$ cat config.mk
export PLATFORM = sky130hd
export DESIGN_NAME = stage_m
export DESIGN_NICKNAME = d
export VERILOG_FILES = /design/src/rtl/stage_m_pkg.sv /design/src/rtl/stage_m_store_align.sv /design/src/rtl/stage_m.sv
export SDC_FILE = /design/constraint.sdc
export NUM_CORES = 1
export LEC_CHECK = 0
export ABC_AREA = 1
export CAP_MARGIN = 0
export CORE_AREA = 2 2 189 145
export CTS_CLUSTER_SIZE = 25
export DETAILED_ROUTE_END_ITERATION = 8
export DIE_AREA = 0 0 191 147
export GPL_TIMING_DRIVEN = 0
export PLACE_DENSITY = 0.74
export SLEW_MARGIN = 20
export SYNTH_ARGS = -nofsm -noshare
export SYNTH_HDL_FRONTEND = slang
export SYNTH_SLANG_ARGS = --single-unit
$ cat constraint.sdc
create_clock -name clk -period 1.6 [get_ports clk]
set_input_delay 0.4 -clock clk [delete_from_list [all_inputs] [get_ports clk]]
set_output_delay 0.4 -clock clk [all_outputs]
set_load 0.01 [all_outputs]
$ cat src/rtl/stage_m_pkg.sv
// Shared definitions for the memory (M) stage.
// Holds the memory-access ALU codes, the default word address of the
// hardware cycle counter, the stage FSM state type and the alignment
// helper used to decide whether an access must bypass memory.
package stage_m_pkg;

  // ALU operation codes shared with the execute stage.
  localparam logic [5:0] ALU_ADD = 6'd0;
  localparam logic [5:0] ALU_LB  = 6'd20;
  localparam logic [5:0] ALU_LH  = 6'd21;
  localparam logic [5:0] ALU_LW  = 6'd22;
  localparam logic [5:0] ALU_LBU = 6'd23;
  localparam logic [5:0] ALU_LHU = 6'd24;
  localparam logic [5:0] ALU_SB  = 6'd25;
  localparam logic [5:0] ALU_SH  = 6'd26;
  localparam logic [5:0] ALU_SW  = 6'd27;

  // Word address at which loads return the hardware cycle counter.
  localparam logic [31:0] HC_ADDR_DEFAULT = 32'hFFFF_FF00;

  typedef enum logic [0:0] {
    ST_IDLE = 1'b0,
    ST_WAIT = 1'b1
  } state_e;

  // Halfword ops need bit 0 clear, word ops need both low bits clear.
  function automatic logic misaligned_f(input logic [5:0] alucode,
                                        input logic [1:0] addr_lo);
    logic r;
    case (alucode)
      ALU_LH, ALU_LHU, ALU_SH: r = addr_lo[0];
      ALU_LW, ALU_SW:          r = (addr_lo != 2'b00);
      default:                 r = 1'b0;
    endcase
    return r;
  endfunction

endpackage

$ cat src/rtl/stage_m_store_align.sv
// store_align: places store data on the byte lanes of the 32-bit memory bus.
// Ports:
//   i_is_store   - op is a store (otherwise write enable/strobes are zero)
//   i_alucode    - selects byte / halfword / word store
//   i_addr_lo    - low two address bits (lane select)
//   i_store_data - register value to be stored
//   o_we         - memory write enable
//   o_wdata      - lane-replicated write data
//   o_wstrb      - byte strobes
module store_align
  import stage_m_pkg::*;
(
  input  logic        i_is_store,
  input  logic [5:0]  i_alucode,
  input  logic [1:0]  i_addr_lo,
  input  logic [31:0] i_store_data,
  output logic        o_we,
  output logic [31:0] o_wdata,
  output logic [3:0]  o_wstrb
);

  // Replicate the narrow datum across the bus and strobe only its lanes.
  always_comb begin
    o_we    = 1'b0;
    o_wdata = 32'h0000_0000;
    o_wstrb = 4'b0000;
    if (i_is_store) begin
      o_we = 1'b1;
      case (i_alucode)
        ALU_SB: begin
          o_wdata = {4{i_store_data[7:0]}};
          o_wstrb = 4'b0001 << i_addr_lo;
        end
        ALU_SH: begin
          o_wdata = {2{i_store_data[15:0]}};
          o_wstrb = 4'b0011 << i_addr_lo;
        end
        default: begin
          o_wdata = i_store_data;
          o_wstrb = 4'b1111;
        end
      endcase
    end else begin
      o_we    = 1'b0;
      o_wdata = 32'h0000_0000;
      o_wstrb = 4'b0000;
    end
  end

endmodule

$ cat src/rtl/stage_m.sv
// stage_m: memory stage between execute and writeback.
// Accepts one execute result per handshake. Non-memory ops, accesses to the
// hardware cycle counter and misaligned accesses complete in one cycle;
// aligned ordinary loads/stores issue a request on the data-memory port and
// complete one cycle after mem_ack.
// Ports:
//   clk, rst                 - clock, synchronous active-high reset
//   in_valid / in_ready      - upstream handshake
//   alu_result .. reg_we     - execute-stage results
//   mem_*                    - data-memory request/response port
//   out_valid, w_*           - registered results for writeback
module stage_m
  import stage_m_pkg::*;
#(
  parameter logic [31:0] HC_ADDR = HC_ADDR_DEFAULT
) (
  input  logic        clk,
  input  logic        rst,
  input  logic        in_valid,
  output logic        in_ready,
  input  logic [31:0] alu_result,
  input  logic [31:0] store_data,
  input  logic [5:0]  alucode,
  input  logic        is_load,
  input  logic        is_store,
  input  logic [4:0]  rd,
  input  logic        reg_we,
  output logic        mem_req,
  output logic        mem_we,
  output logic [31:0] mem_addr,
  output logic [31:0] mem_wdata,
  output logic [3:0]  mem_wstrb,
  input  logic        mem_ack,
  input  logic [31:0] mem_rdata,
  output logic        out_valid,
  output logic [31:0] w_alu_result,
  output logic [31:0] w_mem_data,
  output logic        w_is_load,
  output logic [5:0]  w_alucode,
  output logic [4:0]  w_byte_offset,
  output logic        w_is_hardware,
  output logic [31:0] w_hc_data,
  output logic [4:0]  w_rd,
  output logic        w_reg_we,
  output logic        w_misaligned
);

  state_e      r_state;
  state_e      w_state_nxt;
  logic [31:0] r_hc_cnt;

  logic        w_is_mem;
  logic        w_is_hw;
  logic        w_mis;
  logic        w_xfer;
  logic        w_to_mem;
  logic        w_direct;
  logic        w_ack;

  logic        w_sa_we;
  logic [31:0] w_sa_wdata;
  logic [3:0]  w_sa_wstrb;

  // Fields of an in-flight memory access, presented to writeback on ack.
  logic [31:0] r_p_alu_result;
  logic [5:0]  r_p_alucode;
  logic        r_p_is_load;
  logic [4:0]  r_p_rd;
  logic        r_p_reg_we;
  logic [31:0] r_p_hc;

  assign in_ready = (r_state == ST_IDLE);
  assign w_xfer   = in_valid && in_ready;
  assign w_is_mem = is_load || is_store;
  assign w_is_hw  = w_is_mem && (alu_result[31:2] == HC_ADDR[31:2]);
  assign w_mis    = w_is_mem && misaligned_f(alucode, alu_result[1:0]);
  assign w_to_mem = w_xfer && w_is_mem && !w_is_hw && !w_mis;
  assign w_direct = w_xfer && !w_to_mem;
  // An ack only counts while a request is outstanding.
  assign w_ack    = (r_state == ST_WAIT) && mem_ack;

  store_align u_store_align (
    .i_is_store   (is_store),
    .i_alucode    (alucode),
    .i_addr_lo    (alu_result[1:0]),
    .i_store_data (store_data),
    .o_we         (w_sa_we),
    .o_wdata      (w_sa_wdata),
    .o_wstrb      (w_sa_wstrb)
  );

  // FSM state register.
  always_ff @(posedge clk) begin
    if (rst) begin
      r_state <= ST_IDLE;
    end else begin
      r_state <= w_state_nxt;
    end
  end

  // FSM next-state logic.
  always_comb begin
    w_state_nxt = r_state;
    case (r_state)
      ST_IDLE: begin
        if (w_to_mem) begin
          w_state_nxt = ST_WAIT;
        end else begin
          w_state_nxt = ST_IDLE;
        end
      end
      ST_WAIT: begin
        if (mem_ack) begin
          w_state_nxt = ST_IDLE;
        end else begin
          w_state_nxt = ST_WAIT;
        end
      end
      default: w_state_nxt = ST_IDLE;
    endcase
  end

  // Free-running cycle counter, wraps naturally at 32 bits.
  always_ff @(posedge clk) begin
    if (rst) begin
      r_hc_cnt <= 32'h0000_0000;
    end else begin
      r_hc_cnt <= r_hc_cnt + 32'd1;
    end
  end

  // Memory request registers: loaded on issue, held until ack.
  always_ff @(posedge clk) begin
    if (rst) begin
      mem_req   <= 1'b0;
      mem_we    <= 1'b0;
      mem_addr  <= 32'h0000_0000;
      mem_wdata <= 32'h0000_0000;
      mem_wstrb <= 4'b0000;
    end else if (w_to_mem) begin
      mem_req   <= 1'b1;
      mem_we    <= w_sa_we;
      mem_addr  <= {alu_result[31:2], 2'b00};
      mem_wdata <= w_sa_wdata;
      mem_wstrb <= w_sa_wstrb;
    end else if (w_ack) begin
      mem_req   <= 1'b0;
      mem_we    <= 1'b0;
      mem_wstrb <= 4'b0000;
    end
  end

  // Capture the accepted op while its memory access is outstanding.
  always_ff @(posedge clk) begin
    if (rst) begin
      r_p_alu_result <= 32'h0000_0000;
      r_p_alucode    <= 6'd0;
      r_p_is_load    <= 1'b0;
      r_p_rd         <= 5'd0;
      r_p_reg_we     <= 1'b0;
      r_p_hc         <= 32'h0000_0000;
    end else if (w_to_mem) begin
      r_p_alu_result <= alu_result;
      r_p_alucode    <= alucode;
      r_p_is_load    <= is_load;
      r_p_rd         <= rd;
      r_p_reg_we     <= reg_we;
      r_p_hc         <= r_hc_cnt;
    end
  end

  // Writeback registers: change only in the cycle before out_valid.
  always_ff @(posedge clk) begin
    if (rst) begin
      out_valid     <= 1'b0;
      w_alu_result  <= 32'h0000_0000;
      w_mem_data    <= 32'h0000_0000;
      w_is_load     <= 1'b0;
      w_alucode     <= 6'd0;
      w_byte_offset <= 5'd0;
      w_is_hardware <= 1'b0;
      w_hc_data     <= 32'h0000_0000;
      w_rd          <= 5'd0;
      w_reg_we      <= 1'b0;
      w_misaligned  <= 1'b0;
    end else if (w_direct) begin
      out_valid     <= 1'b1;
      w_alu_result  <= alu_result;
      w_mem_data    <= 32'h0000_0000;
      w_is_load     <= is_load;
      w_alucode     <= alucode;
      w_byte_offset <= {alu_result[1:0], 3'b000};
      w_is_hardware <= w_is_hw;
      w_hc_data     <= r_hc_cnt;
      w_rd          <= rd;
      w_reg_we      <= reg_we && !w_mis;
      w_misaligned  <= w_mis;
    end else if (w_ack) begin
      out_valid     <= 1'b1;
      w_alu_result  <= r_p_alu_result;
      w_mem_data    <= mem_rdata;
      w_is_load     <= r_p_is_load;
      w_alucode     <= r_p_alucode;
      w_byte_offset <= {r_p_alu_result[1:0], 3'b000};
      w_is_hardware <= 1'b0;
      w_hc_data     <= r_p_hc;
      w_rd          <= r_p_rd;
      w_reg_we      <= r_p_reg_we;
      w_misaligned  <= 1'b0;
    end else begin
      out_valid     <= 1'b0;
    end
  end

endmodule

==> results of run 1 <==
final timing paths:
kind | from | end | slack (ps)
worst min register to register | mem_we | mem_we | 460
worst max-delay path | r_state | r_p_rd[1] | -400
worst max register to register | r_state | r_p_rd[1] | -400
worst min-delay path | alucode[4] | r_p_alucode[4] | 210
what timing repair did:
item                       CTS  global route
gates resized for setup    608           678
setup endpoints to repair  443           348
setup buffers               48            25
pin swaps                  130           158
cloned                      30             8
sequential cells by signal, summed over array words and instances, names as in the netlist:
name / flops
mem_wdata: 32
r_hc_cnt: 32
r_p_alu_result: 32
r_p_hc: 32
w_alu_result: 32
w_hc_data: 32
w_mem_data: 32
r_p_alucode: 6
w_alucode: 6
r_p_rd: 5
w_rd: 5
mem_wstrb: 4
mem_req: 1
mem_we: 1
out_valid: 1
r_p_is_load: 1
r_p_reg_we: 1
r_state: 1
w_is_hardware: 1
w_is_load: 1
w_misaligned: 1
w_reg_we: 1
cell families (layout without fill, tap and decap cells):
| kind of cell | Yosys count | count (layout) |
|---|---|---|
| flops | 260 | 260 |
| xor+xnor | 4 | 4 |
| mux | 8 | 8 |
| compound gates | 358 | 358 |
| buf+inv | 252 | 697 |
| fa+ha+maj | 1 | 1 |
| other cells | 1 | 8 |
| simple gates | 728 | 728 |
cell type report:
type | instances | area [sq um] | area share
clock buffers | 44 | 862 | 0.0443
well taps | 351 | 439 | 0.0226
clock inverters | 4 | 97.6 | 0.00502
plain buffers | 147 | 1330 | 0.0684
inverters | 103 | 402 | 0.0206
repair buffers | 399 | 4010 | 0.206
flip-flops and latches | 260 | 5280 | 0.272
diodes | 3 | 7.51 | 0.000386
multi-input cells | 1104 | 7030 | 0.361
cells in the mapped netlist (2+ instances only):
master	count	share of area
nand2_1	444	0.15
dfxtp_1	260	0.46
a21oi_1	225	0.099
nand3_1	181	0.079
o21ai_0	111	0.049
inv_1	98	0.032
clkbuf_1	71	0.023
nor2_1	64	0.021
buf_4	43	0.028
buf_2	33	0.014
o21a_1	16	0.011
nor3_1	15	0.0066
mux2_2	8	0.0079
nand4_1	6	0.0033
nor4_1	6	0.0033
inv_2	4	0.0013
nand2_2	4	0.0022
xor2_1	4	0.0031
a31oi_1	3	0.0016
nor3b_1	3	0.0020
buf_1	2	0.00066
stage by stage:
stage	hold slack [ps]	power (mW)
5_1_grt	196	19.4
4_1_cts	258	17.9
3_5_place_dp	432	10.4
2_1_floorplan	407	8.88
3_3_place_gp	424	10.4
6_report	209	18.9
where the power goes:
part	internal, mW	switching, mW
clock	4.14	2.74
sequential	6.95	0.352
combinational	2.16	2.55
layer usage:
metal | wire length [um] | GRT usage | vias up | share of wire
li1 | - | - | 6148 | -
met5 | 13 | 0 | - | 0.00024
met2 | 23400 | 0.475 | 1062 | 0.44
met1 | 20200 | 0.423 | 6615 | 0.38
met4 | 3780 | 0.163 | 2 | 0.070
met3 | 6340 | 0.0781 | 302 | 0.12
worst min-delay path, delay by kind of cell:
kind	cells	cell delay (ps)
compound gates	1	70
buf+inv	2	240
==> flow_summary_export.csv, run 1 <==
group,metric,value,unit
clocking,cts_buffer_depth,3,
drt,vias_per_cell,5.85,
min_path,min_path_cells,3,
sta,worst_slack,-395,ps
yosys,postSynthCellCount,1612,
critical_path,criticalPathCategory,"register to register",
critical_path,endpoint_kind,"register",
yosys,synth_compound_area_frac,0.162,
yosys,syn_area_per_cell,7.07,sq um
yosys,synth-simple-area-share,0.268,
grt,grt_use_total,0.317,
die,std_cell_rows,52,
yosys,synthXorXnorAreaFrac,0.00307,
yosys,ys_seq_area_frac,0.457,
cells_and_area,layoutNonFillerInstCount,2415,
pwr,power_density,971,nW/um^2
critical_path,critPathLaunchType,"register",
critical_path,path_depth,11,
sta,rsz0062_at_grt,"true",
clocking,cts_made_buffers,28,
grt,grt_pass1_wl,70.4,mm
status,status,"finished with violations",
critical_path,crit_top_cell,"nor2_4",
placed_design,dp.cells,2263,
job,maxCapViolCount,0,
sta,worst_clock_skew,30.2,ps
yosys,async_reset_ff_frac,0,
yosys,synth-seq-cells,260,
placed_design,dpl_cell_area,14900,sq um
placed_design,io_buffers,296,
drt,drt-total-wl,53.7,mm
clocking,tritoncts,"built",
sta,setup_tns,-64320,ps
yosys,synthMuxAreaShare,0.00790,
placed_design,pre_cts_ws,-1520,ps
grt,antenna_found_initial,4,
critical_path,critical_path.top_delay_family,"buffers and inverters",
clocking,postCtsHoldBufs,0,
grt,grt_pass1_vias,12670,
clocking,clk_pin_slew,60,ps
drt,ant_nets,0,
cells_and_area,nNetsFinal,2158,
pwr,cellLeakagePower,8.41,nW
yosys,synth-main-ff-cell,"dfxtp_1",
sta,hold_violations,0,
sta,finalSetupViolations,263,
cells_and_area,drive_gt1_frac,0.404,
grt,grt_max_degree,14,
yosys,synth_edf_count,0,
critical_path,cp_num_buf_inv,5,
clocking,worstSkewPairLatency,560,ps
critical_path,worstPathCellList,"nor2_4, inv_2, nor2_4, nand2_2, buf_6, nor2_4, buf_6, buf_12, buf_8, o21ai_1, a21oi_1",
clocking,cts_root_buf,"clkbuf_16",
cells_and_area,layout_commonest_cell,"nand2_1",
die,ios,302,
sta,fmax,501,MHz
cells_and_area,area_delta_synth_final,70.6,%
die,die-area,28100,sq um
sta,slew_headroom,0.403,
status,violations,"negative setup slack",
pwr,peakVddDrop,0.845,mV
yosys,yosysWarnings,0,
sta,tightest_slew,895,ps
die,start_util,0.433,
yosys,synth-adder-area-share,0.00110,
critical_path,critPathRequiredTime,2060,ps
sta,min_period,2000,ps
yosys,synth_cell_type_count,32,
cells_and_area,final_util,0.738,
drt,wl_per_cell,22.2,um
die,core_area,26400,sq um
critical_path,cp_max_fo,10,
grt,overflow,0,
cells_and_area,design_area,19500,sq um
die,die_h,147,um
clocking,cts.sinks,260,
drt,dr.pass1.iters,9,
yosys,synth_top_family_by_area,"simple AND/OR/NAND/NOR gates",
die,die_w,191,um
critical_path,critical-path-max-stage-delay,370,ps
min_path,min_path_type,"input pin to register",
critical_path,ff2ff_path_depth,11,
yosys,syn_area,11400,sq um
cells_and_area,nFillCells,1760,
placed_design,gp_congestion,0.902,
cells_and_area,final_cell_mix,"306 x nand2_1, 214 x dfxtp_1, 120 x dlygate4sd2_1",
drt,drcViolationCount,0,
sta,fin_crit_sh,1.25,
placed_design,dp_hpwl,29.6,mm
clocking,htreeDepth,1,
sta,slew_violations,0,
critical_path,cp.arrival,2460,ps
drt,vias,14129,
drt,drtIter0Drc,1643,
critical_path,crit_slowest_cell,"dfxtp_4",
No activity file was read; power rests on OpenSTA's default activity.
==> run 2, diff against run 1 <==
--- a/config.mk
+++ b/config.mk
@@ -7,13 +7,14 @@
 export LEC_CHECK = 0
 export ABC_AREA = 1
 export CAP_MARGIN = 0
-export CORE_AREA = 2 2 189 145
+export CORE_AREA = 2 2 180 138
 export CTS_CLUSTER_SIZE = 25
 export DETAILED_ROUTE_END_ITERATION = 8
-export DIE_AREA = 0 0 191 147
+export DIE_AREA = 0 0 182 140
 export GPL_TIMING_DRIVEN = 0
-export PLACE_DENSITY = 0.74
+export PLACE_DENSITY = 0.77
 export SLEW_MARGIN = 20
 export SYNTH_ARGS = -nofsm -noshare
 export SYNTH_HDL_FRONTEND = slang
 export SYNTH_SLANG_ARGS = --single-unit
+export TNS_END_PERCENT = 100
==> constraint.sdc (replaced) <==
create_clock -name clk -period 1.9 [get_ports clk]
set_input_delay 0.475 -clock clk [delete_from_list [all_inputs] [get_ports clk]]
set_output_delay 0.475 -clock clk [all_outputs]
set_load 0.01 [all_outputs]
==> run 2 against run 1 <==
  * The flow still finishes with violations (negative setup slack)
  * Via count down 11%
  * Combinational power down 42%
  * Count of clock-buffer cells in the layout stayed put
  * Critical path depth is 2 higher
  * Flip-flop and latch count unchanged
  * Final area is 15% lower
  * Worst setup slack gained 340 ps
  * Global-route usage decreased by 0.91 points
  * Sequential share of layout area rose by 4.5 points
  * Clock skew shrank 10 ps
  * Critical path type is now input pin to register
  * Largest cell class unchanged
  * Largest power group unchanged
==> flow_summary_export.csv, run 2 (synthesis results as in run 1) <==
group,metric,value,unit
placed_design,pre_cts_ws,-1130,ps
drt,ant_nets,0,
min_path,min_path_type,"input pin to register",
drt,drcViolationCount,0,
pwr,seqPwrFrac,0.428,
drt,drtIter0Drc,1466,
pwr,cellLeakagePower,8.49,nW
critical_path,cp_max_fo,6,
drt,vias_per_cell,5.49,
clocking,clk_pin_slew,60,ps
clocking,htreeDepth,1,
clocking,worstSkewPairLatency,540,ps
cells_and_area,area_delta_synth_final,45.1,%
placed_design,gp_congestion,0.920,
cells_and_area,nFillCells,1946,
pwr,pwr-share-clk,0.380,
sta,hold_violations,0,
clocking,cts_made_buffers,27,
sta,fin_crit_sh,1.03,
sta,slew_headroom,0.513,
die,core_area,23700,sq um
die,start_util,0.482,
pwr,combPwrFrac,0.192,
job,maxCapViolCount,0,
cells_and_area,multi_input_area,5300,sq um
pwr,internal-power,10.3,mW
critical_path,critPathLaunchType,"input pin",
die,die_w,182,um
status,status,"finished with violations",
drt,wl_per_cell,18.1,um
drt,vias,12576,
critical_path,cp.arrival,2330,ps
sta,rsz0062_at_grt,"true",
sta,fmax,513,MHz
pwr,switching_share,0.275,
die,ios,302,
clocking,cts_root_buf,"clkbuf_16",
sta,tightest_slew,730,ps
pwr,power_density,859,nW/um^2
status,violations,"negative setup slack",
sta,worst_clock_skew,19.9,ps
placed_design,dp_hpwl,29.6,mm
cells_and_area,regArea,5230,sq um
drt,dr.pass1.iters,8,
pwr,peakVddDrop,0.692,mV
grt,overflow,0,
grt,grt_pass1_wl,63.1,mm
cells_and_area,drive_gt1_frac,0.139,
critical_path,criticalPathCategory,"input pin to register",
drt,drt-total-wl,41.5,mm
sta,min_period,1950,ps
grt,grt_max_degree,14,
cells_and_area,nNetsFinal,2080,
cells_and_area,design_area,16500,sq um
die,die_h,140,um
sta,finalSetupViolations,10,
grt,grt_pass1_vias,11421,
grt,antenna_found_initial,2,
sta,worst_slack,-50.4,ps
sta,slew_violations,0,
placed_design,dpl_cell_area,14800,sq um
clocking,cts.sinks,260,
sta,setup_tns,-153,ps
clocking,tritoncts,"built",
pwr,power,14.2,mW
cells_and_area,final_util,0.699,
critical_path,endpoint_kind,"register",
placed_design,io_buffers,296,
cells_and_area,final_cell_mix,"432 x nand2_1, 242 x dfxtp_1, 215 x a21oi_1",
cells_and_area,layout_commonest_cell,"nand2_1",
die,std_cell_rows,49,
critical_path,critPathRequiredTime,2280,ps
die,die-area,25500,sq um
grt,grt_use_total,0.308,
clocking,cts_buffer_depth,3,
pwr,p_sw,3.92,mW
==> run 2: cell count changes in the layout (fill, tap and decap cells not counted), sizes merged <==
cell           delta
clkinvlp          -1
dlymetal6s2s     +99
bufinv            -2
buf              -80
diode             -1
clkinv            +1
clkbuf           -55
clkdlybuf4s15    -42
clkdlybuf4s50    +19
inv               +1
dlygate4sd2      -18
==> run 2: what timing repair did <==
action	CTS	global route
hold buffers	0	0
setup endpoints to repair	336	311
cloned	1	2
setup buffers	13	9
pin swaps	17	34
endpoints found under the hold margin	0	0
resized for setup	218	213
==> run 2: routing by layer <==
layer	GRT usage	part of all wire
met2	0.475	0.45
met4	0.101	0.034
met1	0.428	0.42
met5	0	0
met3	0.0702	0.098
==> run 2: area by class of cell <==
class | count | share of cell area
multi-input cells | 1104 | 0.320
flip-flops and latches | 260 | 0.316
repair buffers | 320 | 0.200
plain buffers | 149 | 0.0614
clock buffers | 44 | 0.0526
inverters | 103 | 0.0234
well taps | 306 | 0.0232
clock inverters | 3 | 0.00242
diodes | 2 | 0.000303
==> run 2: through the flow <==
stage                     cells  hold slack [ps]
after global placement     2218              447
final                      2291              243
after CTS                  2279              378
after global routing       2291              256
after floorplan            1616              430
after detailed placement   2218              450
==> run 2: worst paths after layout <==
check,to,slack (ps),from,cells past startpoint
setup reg to reg,r_hc_cnt[18],80,r_hc_cnt[0],10
hold / removal,r_p_alu_result[3],240,alu_result[3],3
hold reg to reg,r_hc_cnt[31],460,r_hc_cnt[31],2
setup / recovery,w_alu_result[29],-50,in_valid,13
==> run 2: worst max-delay path, cell delays in order <==
cell and delay, ps:
clkdlybuf4s50_1 470, inv_2 50, nor2_4 170, inv_2 80
nor2_4 130, nand2_4 90, o21ai_4 210, buf_6 150
buf_12 140, clkbuf_16 150, nand2_1 40, nand2_1 90
a21oi_1 70
==> run 2: power groups by stage <==
stage          sequential (mW)  combinational [mW]  clock, mW
6_report                  6.08                2.73       5.41
4_1_cts                   6.07                2.61       5.39
2_1_floorplan             6.24                1.21          0
3_3_place_gp              6.17                2.54          0
5_1_grt                   6.12                2.94       5.65
3_5_place_dp              6.18                2.58          0
